==> src/rtl/lfsr_decrypt_pkg.sv <==
// Shared types and helpers for the LFSR stream decryptor.
//   state_t      : controller states
//   DEF_TAP_TBL  : default 6-bit candidate tap table, candidate 0 in the low bits
//   lfsr_next()  : one Fibonacci step, next = {s[lw-2:0], ^(s & taps)}, evaluated
//                  on a 32-bit carrier so one function serves any width lw < 32
package lfsr_dec_pkg;
  typedef enum logic [2:0] {
    S_IDLE, S_SEED, S_TRIAL, S_SELECT, S_DECRYPT, S_FILL, S_DONE
  } state_t;

  localparam logic [35:0] DEF_TAP_TBL = {6'h39, 6'h36, 6'h33, 6'h30, 6'h2D, 6'h21};

  function automatic logic [31:0] lfsr_next(input logic [31:0] s, input logic [31:0] taps,
                                            input int unsigned lw);
    logic [31:0] mask;
    mask = (32'd1 << lw) - 32'd1;
    return ((s << 1) | {31'd0, ^(s & taps & mask)}) & mask;
  endfunction
endpackage

==> src/rtl/lfsr_decrypt_if.sv <==
// Memory port between the decryptor and the shared data memory.
//   raddr/rdata : combinational read (rdata valid in the same cycle)
//   wen/waddr/wdata : write, committed by the memory on the clock edge
// master = decryptor, slave = memory.
interface lfsr_decrypt_if #(parameter int AW = 8, parameter int DW = 8);
  logic [AW-1:0] raddr;
  logic [DW-1:0] rdata;
  logic          wen;
  logic [AW-1:0] waddr;
  logic [DW-1:0] wdata;

  modport master(output raddr, wen, waddr, wdata, input rdata);
  modport slave (input raddr, wen, waddr, wdata, output rdata);
endinterface

==> src/rtl/lfsr_step.sv <==
// Single LFSR register: load has priority over step.
//   clk, init (async active-high clear), load (take seed), en (step once),
//   seed, taps, state (current register value)
module lfsr_step import lfsr_dec_pkg::*; #(
  parameter int LW = 6
) (
  input  logic          clk,
  input  logic          init,
  input  logic          load,
  input  logic          en,
  input  logic [LW-1:0] seed,
  input  logic [LW-1:0] taps,
  output logic [LW-1:0] state
);
  logic [LW-1:0] r_state;

  always_ff @(posedge clk or posedge init) begin
    if (init)      r_state <= '0;
    else if (load) r_state <= seed;
    else if (en)   r_state <= LW'(lfsr_next(32'(r_state), 32'(taps), LW));
  end

  assign state = r_state;
endmodule

==> src/rtl/lfsr_decrypt.sv <==
// LFSR stream decryptor. Recovers seed and tap pattern from a known pad
// preamble, then decrypts MSG_LEN bytes from ENC_BASE into OUT_BASE.
// Build option LFSR_DECRYPT_STRIP_EN: when defined, the leading pad run is
// dropped (count reported on km) and the tail refilled with PAD; when
// undefined every byte is written in place and km stays 0.
// Ports:
//   clk, init      : clock, async active-high reset (run starts after release)
//   tap_tbl        : NTAP candidate taps, candidate j at [j*LW +: LW]
//   mem            : memory port (master side)
//   done, err      : run complete / no candidate survived
//   tap_sel, km    : chosen candidate, leading pad bytes stripped
module lfsr_decrypt import lfsr_dec_pkg::*; #(
  parameter int            LW       = 6,
  parameter int            NTAP     = 6,
  parameter int            DW       = 8,
  parameter int            AW       = 8,
  parameter int            MSG_LEN  = 64,
  parameter int            ENC_BASE = 64,
  parameter int            OUT_BASE = 0,
  parameter int            PRE_LEN  = 7,
  parameter logic [DW-1:0] PAD      = DW'(8'h5F),
  localparam int           TSW      = (NTAP > 1) ? $clog2(NTAP) : 1
) (
  input  logic               clk,
  input  logic               init,
  input  logic [NTAP*LW-1:0] tap_tbl,
  lfsr_decrypt_if.master     mem,
  output logic               done,
  output logic               err,
  output logic [TSW-1:0]     tap_sel,
  output logic [AW-1:0]      km
);
  localparam logic [LW-1:0] PAD_LO = PAD[LW-1:0];

  state_t                   r_state;
  logic [AW-1:0]            r_cnt;     // trial index, byte index or fill index
  logic [LW-1:0]            r_seed;
  logic [NTAP-1:0]          r_alive;
  logic                     r_run;     // leading pad run still unbroken

  logic [NTAP-1:0][LW-1:0]  w_cand;
  logic [NTAP-1:0]          w_ok;
  logic [LW-1:0]            w_key;
  logic [LW-1:0]            w_rd_lo;
  logic [DW-1:0]            w_plain;
  logic                     w_strip;
  logic [AW-1:0]            w_km_nxt;
  logic [TSW-1:0]           w_pick;
  logic                     w_any;
  logic [LW-1:0]            w_wtaps;

  // Key bits implied by the preamble byte currently on the read port.
  assign w_rd_lo  = mem.rdata[LW-1:0] ^ PAD_LO;
  assign w_plain  = mem.rdata ^ DW'(w_key);
  assign w_wtaps  = tap_tbl[tap_sel*LW +: LW];
  assign w_km_nxt = km + AW'(w_strip);

`ifdef LFSR_DECRYPT_STRIP_EN
  assign w_strip = r_run && (w_plain == PAD) && (km < AW'(MSG_LEN));
`else
  assign w_strip = 1'b0;
`endif

  // Trial LFSRs: all load the seed together, then step through the preamble.
  for (genvar j = 0; j < NTAP; j++) begin : g_cand
    lfsr_step #(.LW(LW)) u_cand (
      .clk  (clk),
      .init (init),
      .load (r_state == S_SEED),
      .en   (r_state == S_TRIAL),
      .seed (w_rd_lo),
      .taps (tap_tbl[j*LW +: LW]),
      .state(w_cand[j])
    );
    assign w_ok[j] = LW'(lfsr_next(32'(w_cand[j]), 32'(tap_tbl[j*LW +: LW]), LW)) == w_rd_lo;
  end

  // Working LFSR restarts from the seed in SELECT and runs with the winner's taps.
  lfsr_step #(.LW(LW)) u_work (
    .clk  (clk),
    .init (init),
    .load (r_state == S_SELECT),
    .en   (r_state == S_DECRYPT),
    .seed (r_seed),
    .taps (w_wtaps),
    .state(w_key)
  );

  // Lowest index wins: scan downward so the last hit is the smallest.
  always_comb begin
    w_pick = '0;
    w_any  = 1'b0;
    for (int j = NTAP - 1; j >= 0; j--) begin
      if (r_alive[j]) begin
        w_pick = TSW'(j);
        w_any  = 1'b1;
      end
    end
  end

  always_comb begin
    mem.raddr = '0;
    mem.wen   = 1'b0;
    mem.waddr = '0;
    mem.wdata = '0;
    case (r_state)
      S_SEED:  mem.raddr = AW'(ENC_BASE);
      S_TRIAL: mem.raddr = AW'(ENC_BASE) + r_cnt;
      S_DECRYPT: begin
        mem.raddr = AW'(ENC_BASE) + r_cnt;
        mem.wen   = !w_strip;
        mem.waddr = AW'(OUT_BASE) + r_cnt - km;
        mem.wdata = w_plain;
      end
      S_FILL: begin
        mem.wen   = 1'b1;
        mem.waddr = AW'(OUT_BASE) + AW'(MSG_LEN) - km + r_cnt;
        mem.wdata = PAD;
      end
      default: ;
    endcase
  end

  always_ff @(posedge clk or posedge init) begin
    if (init) begin
      r_state <= S_IDLE;
      r_cnt   <= '0;
      r_seed  <= '0;
      r_alive <= '0;
      r_run   <= 1'b0;
      done    <= 1'b0;
      err     <= 1'b0;
      tap_sel <= '0;
      km      <= '0;
    end else begin
      case (r_state)
        S_IDLE: r_state <= S_SEED;
        S_SEED: begin
          r_seed  <= w_rd_lo;
          r_alive <= '1;
          r_cnt   <= AW'(1);
          r_state <= S_TRIAL;
        end
        S_TRIAL: begin
          r_alive <= r_alive & w_ok;
          if (r_cnt == AW'(PRE_LEN - 1)) r_state <= S_SELECT;
          else                           r_cnt   <= r_cnt + 1'b1;
        end
        S_SELECT: begin
          r_cnt <= '0;
          r_run <= 1'b1;
          if (w_any) begin
            tap_sel <= w_pick;
            r_state <= S_DECRYPT;
          end else begin
            err     <= 1'b1;
            done    <= 1'b1;
            r_state <= S_DONE;
          end
        end
        S_DECRYPT: begin
          km    <= w_km_nxt;
          r_run <= w_strip;
          if (r_cnt == AW'(MSG_LEN - 1)) begin
            r_cnt <= '0;
            if (w_km_nxt != '0) r_state <= S_FILL;
            else begin
              done    <= 1'b1;
              r_state <= S_DONE;
            end
          end else r_cnt <= r_cnt + 1'b1;
        end
        S_FILL: begin
          if (r_cnt == km - AW'(1)) begin
            done    <= 1'b1;
            r_state <= S_DONE;
          end else r_cnt <= r_cnt + 1'b1;
        end
        S_DONE:  ;
        default: r_state <= S_IDLE;
      endcase
    end
  end
endmodule

==> src/flat_wrapper.sv <==
// flat-port wrapper written by rule: the top's interface ports become plain ports
module lfsr_decrypt_flat import lfsr_dec_pkg::*;
#(
  parameter int            LW       = 6,
  parameter int            NTAP     = 6,
  parameter int            DW       = 8,
  parameter int            AW       = 8,
  parameter int            MSG_LEN  = 64,
  parameter int            ENC_BASE = 64,
  parameter int            OUT_BASE = 0,
  parameter int            PRE_LEN  = 7,
  parameter logic [DW-1:0] PAD      = DW'(8'h5F),
  localparam int           TSW      = (NTAP > 1) ? $clog2(NTAP) : 1
)
  (clk, init, tap_tbl, done, err, tap_sel, km, mem_raddr, mem_wen, mem_waddr, mem_wdata, mem_rdata);
  lfsr_decrypt_if #(.AW(AW), .DW(DW)) mem_i ();
  input  logic clk;
  input  logic init;
  input  logic [NTAP*LW-1:0] tap_tbl;
  output logic done;
  output logic err;
  output logic [TSW-1:0] tap_sel;
  output logic [AW-1:0] km;
  output wire logic [$bits(mem_i.raddr)-1:0] mem_raddr;
  output wire logic [$bits(mem_i.wen)-1:0] mem_wen;
  output wire logic [$bits(mem_i.waddr)-1:0] mem_waddr;
  output wire logic [$bits(mem_i.wdata)-1:0] mem_wdata;
  input wire logic [$bits(mem_i.rdata)-1:0] mem_rdata;
  assign mem_raddr = mem_i.raddr;
  assign mem_wen = mem_i.wen;
  assign mem_waddr = mem_i.waddr;
  assign mem_wdata = mem_i.wdata;
  assign mem_i.rdata = mem_rdata;
  lfsr_decrypt #(.LW(LW), .NTAP(NTAP), .DW(DW), .AW(AW), .MSG_LEN(MSG_LEN), .ENC_BASE(ENC_BASE), .OUT_BASE(OUT_BASE), .PRE_LEN(PRE_LEN), .PAD(PAD)) u_core (.clk(clk), .init(init), .tap_tbl(tap_tbl), .mem(mem_i), .done(done), .err(err), .tap_sel(tap_sel), .km(km));
endmodule
==> config.mk <==
export PLATFORM = sky130hd
export DESIGN_NAME = lfsr_decrypt_flat
export DESIGN_NICKNAME = d
export VERILOG_FILES = /design/src/rtl/lfsr_decrypt_pkg.sv /design/src/rtl/lfsr_decrypt_if.sv /design/src/rtl/lfsr_step.sv /design/src/rtl/lfsr_decrypt.sv /design/src/flat_wrapper.sv
export SDC_FILE = /design/constraint.sdc
export NUM_CORES = 1
export LEC_CHECK = 0
export ABC_AREA = 1
export CAP_MARGIN = 30
export CORE_UTILIZATION = 55
export CTS_BUF_LIST = sky130_fd_sc_hd__clkbuf_2 sky130_fd_sc_hd__clkbuf_4 sky130_fd_sc_hd__clkbuf_8
export DETAILED_ROUTE_END_ITERATION = 8
export GPL_TIMING_DRIVEN = 0
export PLACE_DENSITY_LB_ADDON = 0.25
export SYNTH_ARGS = -nofsm -noshare
export SYNTH_HDL_FRONTEND = slang
export SYNTH_HIERARCHICAL = 1
export SYNTH_SLANG_ARGS = --single-unit
==> constraint.sdc <==
create_clock -name clk -period 4.8 [get_ports clk]
set_clock_uncertainty 0.15 [all_clocks]
set_input_delay 0.72 -clock clk [delete_from_list [all_inputs] [get_ports clk]]
set_output_delay 0.72 -clock clk [all_outputs]
set_load 0.03 [all_outputs]
==> results of run 1 <==
power by group through the flow:
stage / clock network, µW / logic (µW) / registers, µW
after floorplan: 0 / 966 / 994
after CTS: 557 / 1180 / 1070
after global placement: 0 / 1130 / 1080
final: 548 / 1190 / 1080
after detailed placement: 0 / 1170 / 1080
after global routing: 578 / 1370 / 1120
through the flow:
step	util, %	power (µW)	setup WS [ns]	std cells	hold slack [ns]
4_1_cts	67.6	2810	1.26	1271	0.323
5_1_grt	67.6	3070	1.06	1271	0.353
2_1_floorplan	-	1960	2.11	1040	0.303
6_report	67.6	2820	1.26	1271	0.321
3_5_place_dp	65.5	2250	1.28	1255	0.305
3_3_place_gp	65.3	2210	1.30	1254	0.294
synthesized netlist by cell type (2+ instances only):
cell type  number  area (µm²)
nand2_2        23         144
nand3_1        76         380
xor2_1          9        78.8
nand2_1       425        1600
o21a_1          2        15.0
a21oi_1        20         100
nor2_1         97         364
nand3b_1        8        60.1
o21ai_1         2        10.0
buf_2          14        70.1
xnor2_1        15         131
or2_2           7        43.8
o32ai_1         6        52.6
ha_1            4        50.1
inv_2          18        67.6
nand2_4         8        90.1
buf_4           9        67.6
a22oi_1        21         158
nand4_1         8        50.1
o21ai_0        36         180
nor2_2         12        75.1
dfrtp_1        70        1750
clkbuf_1        5        18.8
inv_1         126         473
logic make-up (layout without fill, tap and decap cells):
family | Yosys count | in the layout | synth area share, %
adder cells (fa/ha/maj) | 4 | 4 | 0.816
buffers and inverters | 173 | 264 | 11.4
AO/OA/AOI/OAI | 91 | 91 | 8.92
other | 1 | 8 | 0.0612
flip-flops | 70 | 70 | 28.6
AND/OR/NAND/NOR | 670 | 670 | 46.8
XOR/XNOR | 24 | 24 | 3.43
area by class of cell:
| class | count | area share [%] |
|---|---|---|
| tap | 140 | 2.39 |
| inverter | 145 | 7.43 |
| multi-input combinational | 797 | 50.6 |
| sequential | 70 | 23.9 |
| buffer | 28 | 2.14 |
| clock buffer | 12 | 2.08 |
| clock inverter | 4 | 0.957 |
| timing repair buffer | 75 | 10.5 |
path summary, 6_finish.rpt:
check	end	slack [ns]
min in group asynchronous	u_core/u_work/state[5]$_DFFE_PP0P_	0.87
min reg2reg	u_core/err$_DFFE_PP0P_	0.32
min	u_core/err$_DFFE_PP0P_	0.32
max in group asynchronous	u_core/r_seed[5]$_DFFE_PP0P_	3.05
max	mem_raddr[6]	1.26
max reg2reg	u_core/g_cand[5].u_cand/state[0]$_DFFE_PP0P_	2.33
worst max-delay path: stages (launching register included):
cell and delay, ns:
dfrtp_1 0.47, nor2_1 0.16, nand2_1 0.12, inv_2 0.40, nor2_1 0.27, o21ai_0 0.21, clkdlybuf4s50_1 0.69
sequential cells by signal, summed over array words and instances, names as in the netlist:
name and flops:
u_core/r_seed 6, u_core/err 1, u_core/r_state 3, u_core/g_cand.u_cand/state 36, u_core/tap_sel 3, u_core/r_alive 6, u_core/r_cnt 8, u_core/u_work/state 6
u_core/done 1
metal layers:
layer  GRT usage [%]  wire [µm]  part of all wire, %  up-vias
li1                -          -                    -     3371
met1            41.9       7450                   42     2997
met2            51.8       8070                   46      285
met3            5.27       1460                  8.3       50
met4            12.7        585                  3.3        0
met5               0          0                    0        -
==> reports/results.txt, run 1 <==
The type of the setup path with the least slack is reg -> out. The sequential area share after synthesis is 28.6%. Routability-driven placement finished with a final weighted congestion of 0.949. The clock passes through at most 2 buffers. The number of different library cells used by synthesis comes to 36. Sequential cells account for 38.4% of the total power. The post-detailed-route via-to-cell ratio was 5.27; the fmax was 0.282 GHz.

In the finished design, the share of the clock period the worst path needs comes to 73.8%. After routing the design area is 7320 µm². After detailed routing, the average wire length per cell comes to 13.8 µm. The internal portion of the total power is 1600 µW. The repair_antennas step left the layout with diodes totalling 0. Post-CTS repair changed the size of 0 cells.

The worst hold path begins at u_core/err$_DFFE_PP0P_. The first global-routing pass estimated 28.6 mm of wire. The flow ran to the end, and the final reports show no timing, DRC or antenna violations.

At the pin with the least slew margin, the transition time is 0.698 ns. The first routing iteration left 670 violations. The routed layout has 6703 vias. The tools report the maximum number of pins on one net before global-route repair as 22. For the aggregate global routing overflow, the log shows 0. In this run, CTS created clock tree buffers numbering 9. Counting flops with a built-in enable in the synthesized netlist gives 0.

The share of layout cells above drive strength 1 is 10.1%. For the source-to-sink clock delay at the later pin of the worst-skew pair, the log shows 0.35 ns. Once detail routing completed, the nets flagged for antenna violations numbered 0.

Tracing the worst setup path back leads to its startpoint at u_core/r_state[0]$_DFFE_PP0P_. For this run, the total global-route usage over all layers was measured as 31.8%. TritonCTS built the clock tree.

The biggest fanout along the worst timing path works out to 21. The minimum clock period was 3.54 ns; the peak supply drop was 0.000223 V. For the count of fill cells added during filler insertion, the log shows 1057.

The tree built by TritonCTS fans out to 70 sinks. Along the worst hold path, the cell count comes to 2. Total DRC errors in the routed layout: 0. The number of antenna violations at the first check in global routing is 0, and the height of the die is 108 µm.

After the last flow step, the layout net total stands at 1176. For this run, the detailed router's first-pass iteration total came to 5. Data on the critical path is required at its endpoint by 3.93 ns.

The tools report the startpoint type of the worst setup path as a register. Each instance of the synthesized netlist takes up on average 5.94 µm². For this design the static power due to leakage is 0.00412 µW. In this run the cell area measured after placement is 7100 µm². The analysis attributes to net switching a power of 1220 µW. Maximum level of the CTS H-tree: 3. Setup repair after global routing left no endpoint under its margin. The logs give 56.6% for the initial core utilization and 0 for the final-report hold violation count.

Sum of net half-perimeters after detailed placement: 13.0 mm. The top cell types in the final layout, fill and taps aside, are nand2_1 (425), inv_1 (126), nor2_1 (97). The register area was 1750 µm².

Relative to the synthesized area, the layout overhead comes to 19.4%. The tools report the area occupied by multi-input gates as 3710 µm². For the core box area, the log shows 10800 µm².

For the number of primary I/O pins, the log shows 84. Of the total power, the clock network draws 19.4%. The worst setup path is captured at a primary output. Flip-flop and latch count after synthesis: 70. Measured in cells, the most critical reg-to-reg path has a length of 9. The die is 108 µm wide. Cell count after synthesis: 1033.

Max-cap violations in this run came to 0. The number of I/O port buffers was 74; the number of slew-limit violations in the final report was 0. For this run, the leading register cell type out of synthesis is dfrtp_1. The cell sitting at the root of the clock tree is a clkbuf_8.

The routed design has 17.6 mm of wire. The library cell used most frequently in the layout, excluding fill and tap cells, is nand2_1. The logs give 6130 µm² for the synthesized area and 42.2% for the combinational share of power. The path class of the tightest hold or removal check is reg -> reg. Total power density per cell area: 385 nW/µm². The worst register-to-register path begins at u_core/r_state[0]$_DFFE_PP0P_. The via count of the first global-routing pass is 5951, and the share of synthesized flip-flops with an asynchronous set or reset is 100%. After clock tree synthesis, the clock-pin slew on the worst setup and hold paths is 0.09 ns. The Yosys step of the flow raised 6 warnings.

Of the total power, the share spent switching nets is 43.4%. In the final timing run, aggregate negative setup slack is 0 ns. The worst pin sits at a relative slew slack of 53.3%.

The floorplan step defined a die boundary enclosing 11600 µm². The number of hold buffers added after CTS was 0. The post-CTS setup buffer count was 0; the data arrival at the endpoint of the critical path was 2.67 ns. The number of rows in the core area is 38. Setup violations remaining at the end of the flow were counted as 0.
Power figures use the tool's default switching activity.
==> run 2: changes to the inputs <==
clock period = 3.7 ns   (was 4.8 ns; I/O delays follow)
==> run 2 against run 1 <==
Count of clock-buffer cells in the layout stayed put. Highest routed layer unchanged. Sequential share of layout area stayed put. Setup slack worse by 0.95 ns. Sequential power is 30% higher. Die area stayed put. Global-route usage hardly changed. Power is 30% higher.
==> reports/results.txt, run 2 (synthesis results as in run 1) <==
The flow ran to the end, and the final reports show no timing, DRC or antenna violations. The tools report the final worst slack as 0.309 ns (-0.947 ns). The worst setup slack after placement is 0.506 ns (-0.770 ns), and the post-CTS setup buffer count is 0 (unchanged).

For the buffer levels on the longest clock path, the log shows 2 (unchanged). The tools report the peak supply drop as 0.000290 V (+30%). The sum of net half-perimeters after detailed placement was 13.0 mm (unchanged). The number of I/O port buffers was 74 (unchanged).

The leading cell type in the layout, fill and taps excluded is nand2_1. The area of the die is 11600 µm² (unchanged), and the number of flip-flops under the largest register name is 36 (unchanged). The first-pass GRT wire length is 28.6 mm (about the same). By startpoint and endpoint, the worst setup path is classified as reg -> out. The run gives 0 (unchanged) as the quantity of hold-fixing buffers added after cts.

The total DRC errors in the routed layout was 0 (unchanged). The run gives 6 (+1) as the detailed-router iteration count before antenna repair. The synthesis-to-layout area growth was 19.4% (unchanged); the routed wire length was 17.5 mm (-0.28%).

Post-detailed-route via-to-cell ratio: 5.28 (about the same). For this design, the slowest cell found on the critical path is clkdlybuf4s50_1. The logs give 0 (unchanged) for the number of slew-limit violations in the final report and 84 (unchanged) for the number of primary I/O pins. The via count of the first global-routing pass is 5946 (-0.084%). The aggregate global routing overflow came out at 0 (unchanged). Counting stages on the worst path, the most repeated cell is nor2_1.

The mean routed wirelength per cell works out to 13.8 µm (-0.28%). The worst hold path belongs to the class reg -> reg. The tools report the source-to-sink clock delay at the later pin of the worst-skew pair as 0.35 ns (about the same). The maximum number of pins on one net before global-route repair was 22 (unchanged). The total power density per cell area is 499 nW/µm² (+30%).

The total inserted antenna cells came out at 0 (unchanged). The actual slew at the worst max-slew pin is 0.723 ns (+0.0255 ns). For the final total negative setup slack, the log shows 0 ns (unchanged). The data arrival at the endpoint of the critical path is 2.69 ns (+0.02 ns). Minimum clock period: 3.39 ns. The initial core utilization is 56.6% (unchanged), and the maximum level of the CTS H-tree is 3 (unchanged). The delay of the slowest cell on the worst path works out to 0.69 ns (about the same).

The number of antenna violations at the first check in global routing was 0 (unchanged). The routability congestion estimate from global placement was 0.949 (unchanged). Number of rows in the core area: 38 (unchanged). The chip width is 108 µm (unchanged), and the clock-pin slew on the worst setup and hold paths is 0.09 ns (about the same). Startpoint type of the worst setup path: a register. The final-report hold violation count is 0 (unchanged), and the share of layout cells above drive strength 1 is 10.1% (unchanged). The number of nets still failing antenna checks after routing came out at 0 (unchanged). The family of cells with the greatest summed delay on the critical path is buffers and inverters. Capturing element type of the critical path: a primary output.

The count of fill cells added during filler insertion is 1057 (unchanged), and the fmax is 0.295 GHz. The TritonCTS sink count came out at 70 (unchanged). The run gives 667 (-0.45%) as the number of DRC markers after the initial detailed-route iteration. Traced cell by cell, the critical path runs through nor2_1, nand2_1, inv_2, nor2_1, o21ai_0, clkdlybuf4s50_1.

The run gives 51.6% (-1.7 points) as the remaining max-slew budget at the tightest pin. Number of buffer and inverter stages on the critical path: 2 (unchanged). The height of the die came out at 108 µm (unchanged). TritonCTS built the clock tree. Final-stage net count: 1176 (unchanged).

Setup repair after global routing left no endpoint under its margin. The final core utilization was 67.6% (unchanged); the core box area was 10800 µm² (unchanged). The number of buffers inserted during clock tree synthesis is 9 (unchanged). The biggest fanout along the worst timing path was 21 (unchanged). Overall fraction of global-route tracks in use: 31.8% (-0.039 points). Of the available clock period, the critical path in the final layout requires 91.7%. The top cell types in the final layout, fill and taps aside, are nand2_1 (425), inv_1 (126), nor2_1 (97). The final setup violation count was 0 (unchanged); the critical path required time was 2.99 ns (-0.94 ns). The logs give 0 (unchanged) for the number of gates given a new drive strength after cts and 0.00412 µW (unchanged) for the leakage component of the power. The number of maximum-capacitance violations came out at 0 (unchanged). The vias after detailed routing was 6707 (+0.060%).

The tree is rooted in a clkbuf_8.
==> run 2: metal layers <==
| metal | GRT usage, % | up-vias | routed length (µm) |
|---|---|---|---|
| met5 | 0 | - | 0 |
| li1 | - | 3378 | - |
| met3 | 5.27 | 53 | 1600 |
| met2 | 51.7 | 312 | 8040 |
| met1 | 42.0 | 2964 | 7340 |
| met4 | 12.5 | 0 | 539 |
==> run 2: power breakdown <==
group          total [µW]  switching (µW)  internal (µW)  leakage, µW
Sequential           1400             399           1000     0.000840
Clock                 713             301            412     0.000117
Combinational        1540             883            658      0.00316
Total                3650            1580           2070      0.00412
==> run 2: path summary, 6_finish.rpt <==
check / from / end / cells past startpoint / slack (ns)
max: u_core/r_state[0]$_DFFE_PP0P_ / mem_raddr[6] / 6 / 0.31
max reg2reg: u_core/r_state[0]$_DFFE_PP0P_ / u_core/g_cand[5].u_cand/state[0]$_DFFE_PP0P_ / 9 / 1.22
min in group asynchronous: init / u_core/u_work/state[5]$_DFFE_PP0P_ / 2 / 0.69
min reg2reg: u_core/err$_DFFE_PP0P_ / u_core/err$_DFFE_PP0P_ / 2 / 0.32
min: u_core/err$_DFFE_PP0P_ / u_core/err$_DFFE_PP0P_ / 2 / 0.32
max in group asynchronous: init / u_core/r_seed[5]$_DFFE_PP0P_ / 3 / 2.13
==> run 2: worst register-to-register path, cell delays in order, from the launching register on <==
cell,delay (ns)
dfrtp_1,0.47
inv_2,0.18
nor2_1,0.06
nand2_1,0.12
clkbuf_1,0.38
inv_1,0.31
buf_2,0.26
nor2_2,0.27
a22oi_1,0.12
nand2_1,0.10
==> run 2: cell type report <==
class | instances | area (µm²) | area share, %
clock inverters | 4 | 70.1 | 0.957
clock buffers | 12 | 153 | 2.08
inverters | 145 | 544 | 7.43
well taps | 140 | 175 | 2.39
multi-input cells | 797 | 3710 | 50.6
plain buffers | 28 | 156 | 2.14
flip-flops and latches | 70 | 1750 | 23.9
repair buffers | 75 | 768 | 10.5
==> run 2: stage by stage <==
stage	hold WS [ns]	power, µW	instance area [µm²]	instances
after floorplan	0.196	2540	6160	1040
after global placement	0.294	2860	7070	1254
after detailed placement	0.305	2920	7100	1255
after CTS	0.323	3640	7320	1271
after global routing	0.353	3980	7320	1271
final	0.321	3650	7320	1271
==> run 3: changes to the inputs <==
SLEW_MARGIN = 20   (was default)
==> run 3 against run 2 <==
Core utilization fell by 0.12 points. First-iteration DRC count fell by 1.6%. Routed wire length fell by 0.53%. Largest cell class unchanged. Clock power barely moved. Count of clock-buffer cells in the layout did not move. Cell count did not move. Design area fell by 0.17%. Non-clock buffer count did not move.
==> reports/results.txt, run 3 (synthesis results as in run 1) <==
The run finished with clean final reports. For the via count of the first global-routing pass, the log shows 5879 (-1.1%). The initial core utilization is 56.6% (unchanged). Leaving out fill and tap cells, the most frequent cells in the layout are nand2_1 (425), inv_1 (126), nor2_1 (97).

The run gives 22 (unchanged) as the maximum number of pins on one net before global-route repair. The non-filler instance count after layout was 1271 (unchanged). The number of antenna violations at the first check in global routing was 0 (unchanged).

Setup repair after global routing left no endpoint under its margin. The tools report the met3 demand-to-capacity share in global routing as 5.21% (-0.061 points). The logs give 0 (unchanged) for the post-CTS setup buffer count and 13.0 mm (-0.24%) for the sum of net half-perimeters after detailed placement.

The number of placed instances, taps included is 1255 (unchanged). The final-stage net count came out at 1176 (unchanged). The run gives 52.3% (+0.64 points) as the remaining max-slew budget at the tightest pin. TritonCTS built the clock tree. The tools report the fmax as 0.292 GHz (-1.0%). Area of the die: 11600 µm² (unchanged). The number of buffer and inverter stages on the critical path was 2 (unchanged); the final setup violation count was 0 (unchanged).

The clock-pin slew on the worst setup and hold paths is 0.08 ns (about the same), and the routed wire length is 17.4 mm (-0.53%). Leading cell type in the layout, fill and taps excluded: nand2_1. The logs give 1.21 ns (about the same) for the worst-case register-to-register setup slack and 0 (unchanged) for the quantity of hold-fixing buffers added after cts.

The final critical-path share of the clock period was 92.6% (+0.95 points). The number of I/O port buffers is 74 (unchanged). The family of cells with the greatest summed delay on the critical path was buffers and inverters. In this run the most used layer during global routing was met2.

By instance count, the cell type seen most on the critical path is nor2_1. The logs give 0 (unchanged) for the total DRC errors in the routed layout and 1009 (-4.5%) for the count of fill cells added during filler insertion. The critical path goes through nor2_1, nand2_1, inv_2, nor2_1, o21ai_0, clkdlybuf4s50_1. The root buffer cell was clkbuf_8. The actual slew at the worst max-slew pin was 0.713 ns (-0.00960 ns). The total power density per cell area works out to 500 nW/µm² (+0.17%). The source-to-sink clock delay at the later pin of the worst-skew pair was 0.36 ns (about the same). The number of gates given a new drive strength after cts was 0 (unchanged); the peak supply drop was 0.000278 V (-4.0%). The post-detailed-route via-to-cell ratio is 5.30 (+0.42%), and the aggregate global routing overflow is 0 (unchanged). The tools report the core box area as 10800 µm² (unchanged). The first-pass GRT wire length was 28.6 mm (about the same); the worst setup slack after placement was 0.501 ns (-0.00492 ns). The run gives 0 (unchanged) as the number of nets still failing antenna checks after routing. Number of slew-limit violations in the final report: 0 (unchanged).

The run gives 43.1% (+1.2 points) as the met1 layer usage reported by global route. The tools report the maximum level of the CTS H-tree as 3 (unchanged). The critical path is of the reg -> out type.

The met2 routing resource usage after global routing was 50.7% (-1.1 points). In this run the worst hold path is classified as reg -> reg. Library cell contributing the largest single delay on the critical path: clkdlybuf4s50_1. The data arrival at the endpoint of the critical path was 2.72 ns (+0.03 ns); the buffer levels on the longest clock path was 2 (unchanged). The logs give 67.5% (-0.12 points) for the final core utilization and 9 (unchanged) for the number of buffers inserted during clock tree synthesis. The number of flip-flops under the largest register name was 36 (unchanged). The mean routed wirelength per cell is 13.7 µm (-0.53%), and the number of maximum-capacitance violations is 0 (unchanged). The final-report hold violation count is 0 (unchanged). The share of layout cells above drive strength 1 is 10.1% (unchanged), and the total inserted antenna cells is 0 (unchanged).

The vias after detailed routing was 6735 (+0.42%). The number of primary I/O pins is 84 (unchanged), and the post-route total power is 3650 µW (about the same). The routability congestion estimate from global placement is 0.949 (unchanged). The delay of the slowest cell on the worst path came out at 0.69 ns (about the same).

The final total negative setup slack is 0 ns (unchanged). TritonCTS sink count: 70 (unchanged). The number of DRC markers after the initial detailed-route iteration was 656 (-1.6%); the synthesis-to-layout area growth was 19.2%. For the detailed-router iteration count before antenna repair, the log shows 6 (unchanged). The biggest fanout along the worst timing path is 21 (unchanged), and the height of the die is 108 µm (unchanged). STA classifies the critical path startpoint as a register.

The minimum clock period came out at 3.43 ns (+0.0350 ns). The overall fraction of global-route tracks in use was 31.9% (+0.091 points); the final worst slack was 0.274 ns (-0.0350 ns). The critical path required time is 2.99 ns (about the same).

The chip width is 108 µm (unchanged), and the leakage component of the power is 0.00411 µW (-0.13%). The number of rows in the core area was 38 (unchanged). STA classifies the critical path endpoint as a primary output.
[run 3: layer usage]
layer / vias to the layer above / wire length (µm)
met2: 287 / 7990
met4: 0 / 510
met1: 3025 / 7390
met5: - / 0
met3: 51 / 1540
li1: 3372 / -
[run 3: cell type report]
| class | instances | area [µm²] | area share [%] |
|---|---|---|---|
| sequential | 70 | 1750 | 24.0 |
| clock inverter | 4 | 70.1 | 0.958 |
| multi-input combinational | 797 | 3710 | 50.7 |
| timing repair buffer | 75 | 756 | 10.3 |
| tap | 140 | 175 | 2.40 |
| clock buffer | 12 | 153 | 2.09 |
| inverter | 145 | 544 | 7.44 |
| buffer | 28 | 156 | 2.14 |
[run 3: per-stage QoR]
step | hold WS (ns) | cell area, µm²
after floorplan | 0.196 | 6160
after global placement | 0.294 | 7070
after detailed placement | 0.304 | 7090
after CTS | 0.323 | 7310
after global routing | 0.354 | 7310
final | 0.319 | 7310
[run 3: path summary, 6_finish.rpt]
kind / start / endpoint / depth (start not counted)
max: u_core/r_state[0]$_DFFE_PP0P_ / mem_raddr[6] / 6
min: u_core/err$_DFFE_PP0P_ / u_core/err$_DFFE_PP0P_ / 2
max reg2reg: u_core/r_state[0]$_DFFE_PP0P_ / u_core/g_cand[5].u_cand/state[0]$_DFFE_PP0P_ / 9
min reg2reg: u_core/err$_DFFE_PP0P_ / u_core/err$_DFFE_PP0P_ / 2
max in group asynchronous: init / u_core/tap_sel[0]$_DFFE_PP0P_ / 3
min in group asynchronous: init / u_core/u_work/state[5]$_DFFE_PP0P_ / 2
[run 3: report_power, final]
| group | switching [µW] | internal, µW | total, µW |
|---|---|---|---|
| combinational | 876 | 656 | 1530 |
| clock | 304 | 411 | 715 |
| sequential | 405 | 1000 | 1410 |
| total | 1590 | 2070 | 3650 |
[run 3: tightest hold or removal path: stages, from the launching register on]
cell and delay, ns:
dfrtp_1 0.34, inv_1 0.04, nand2_1 0.05
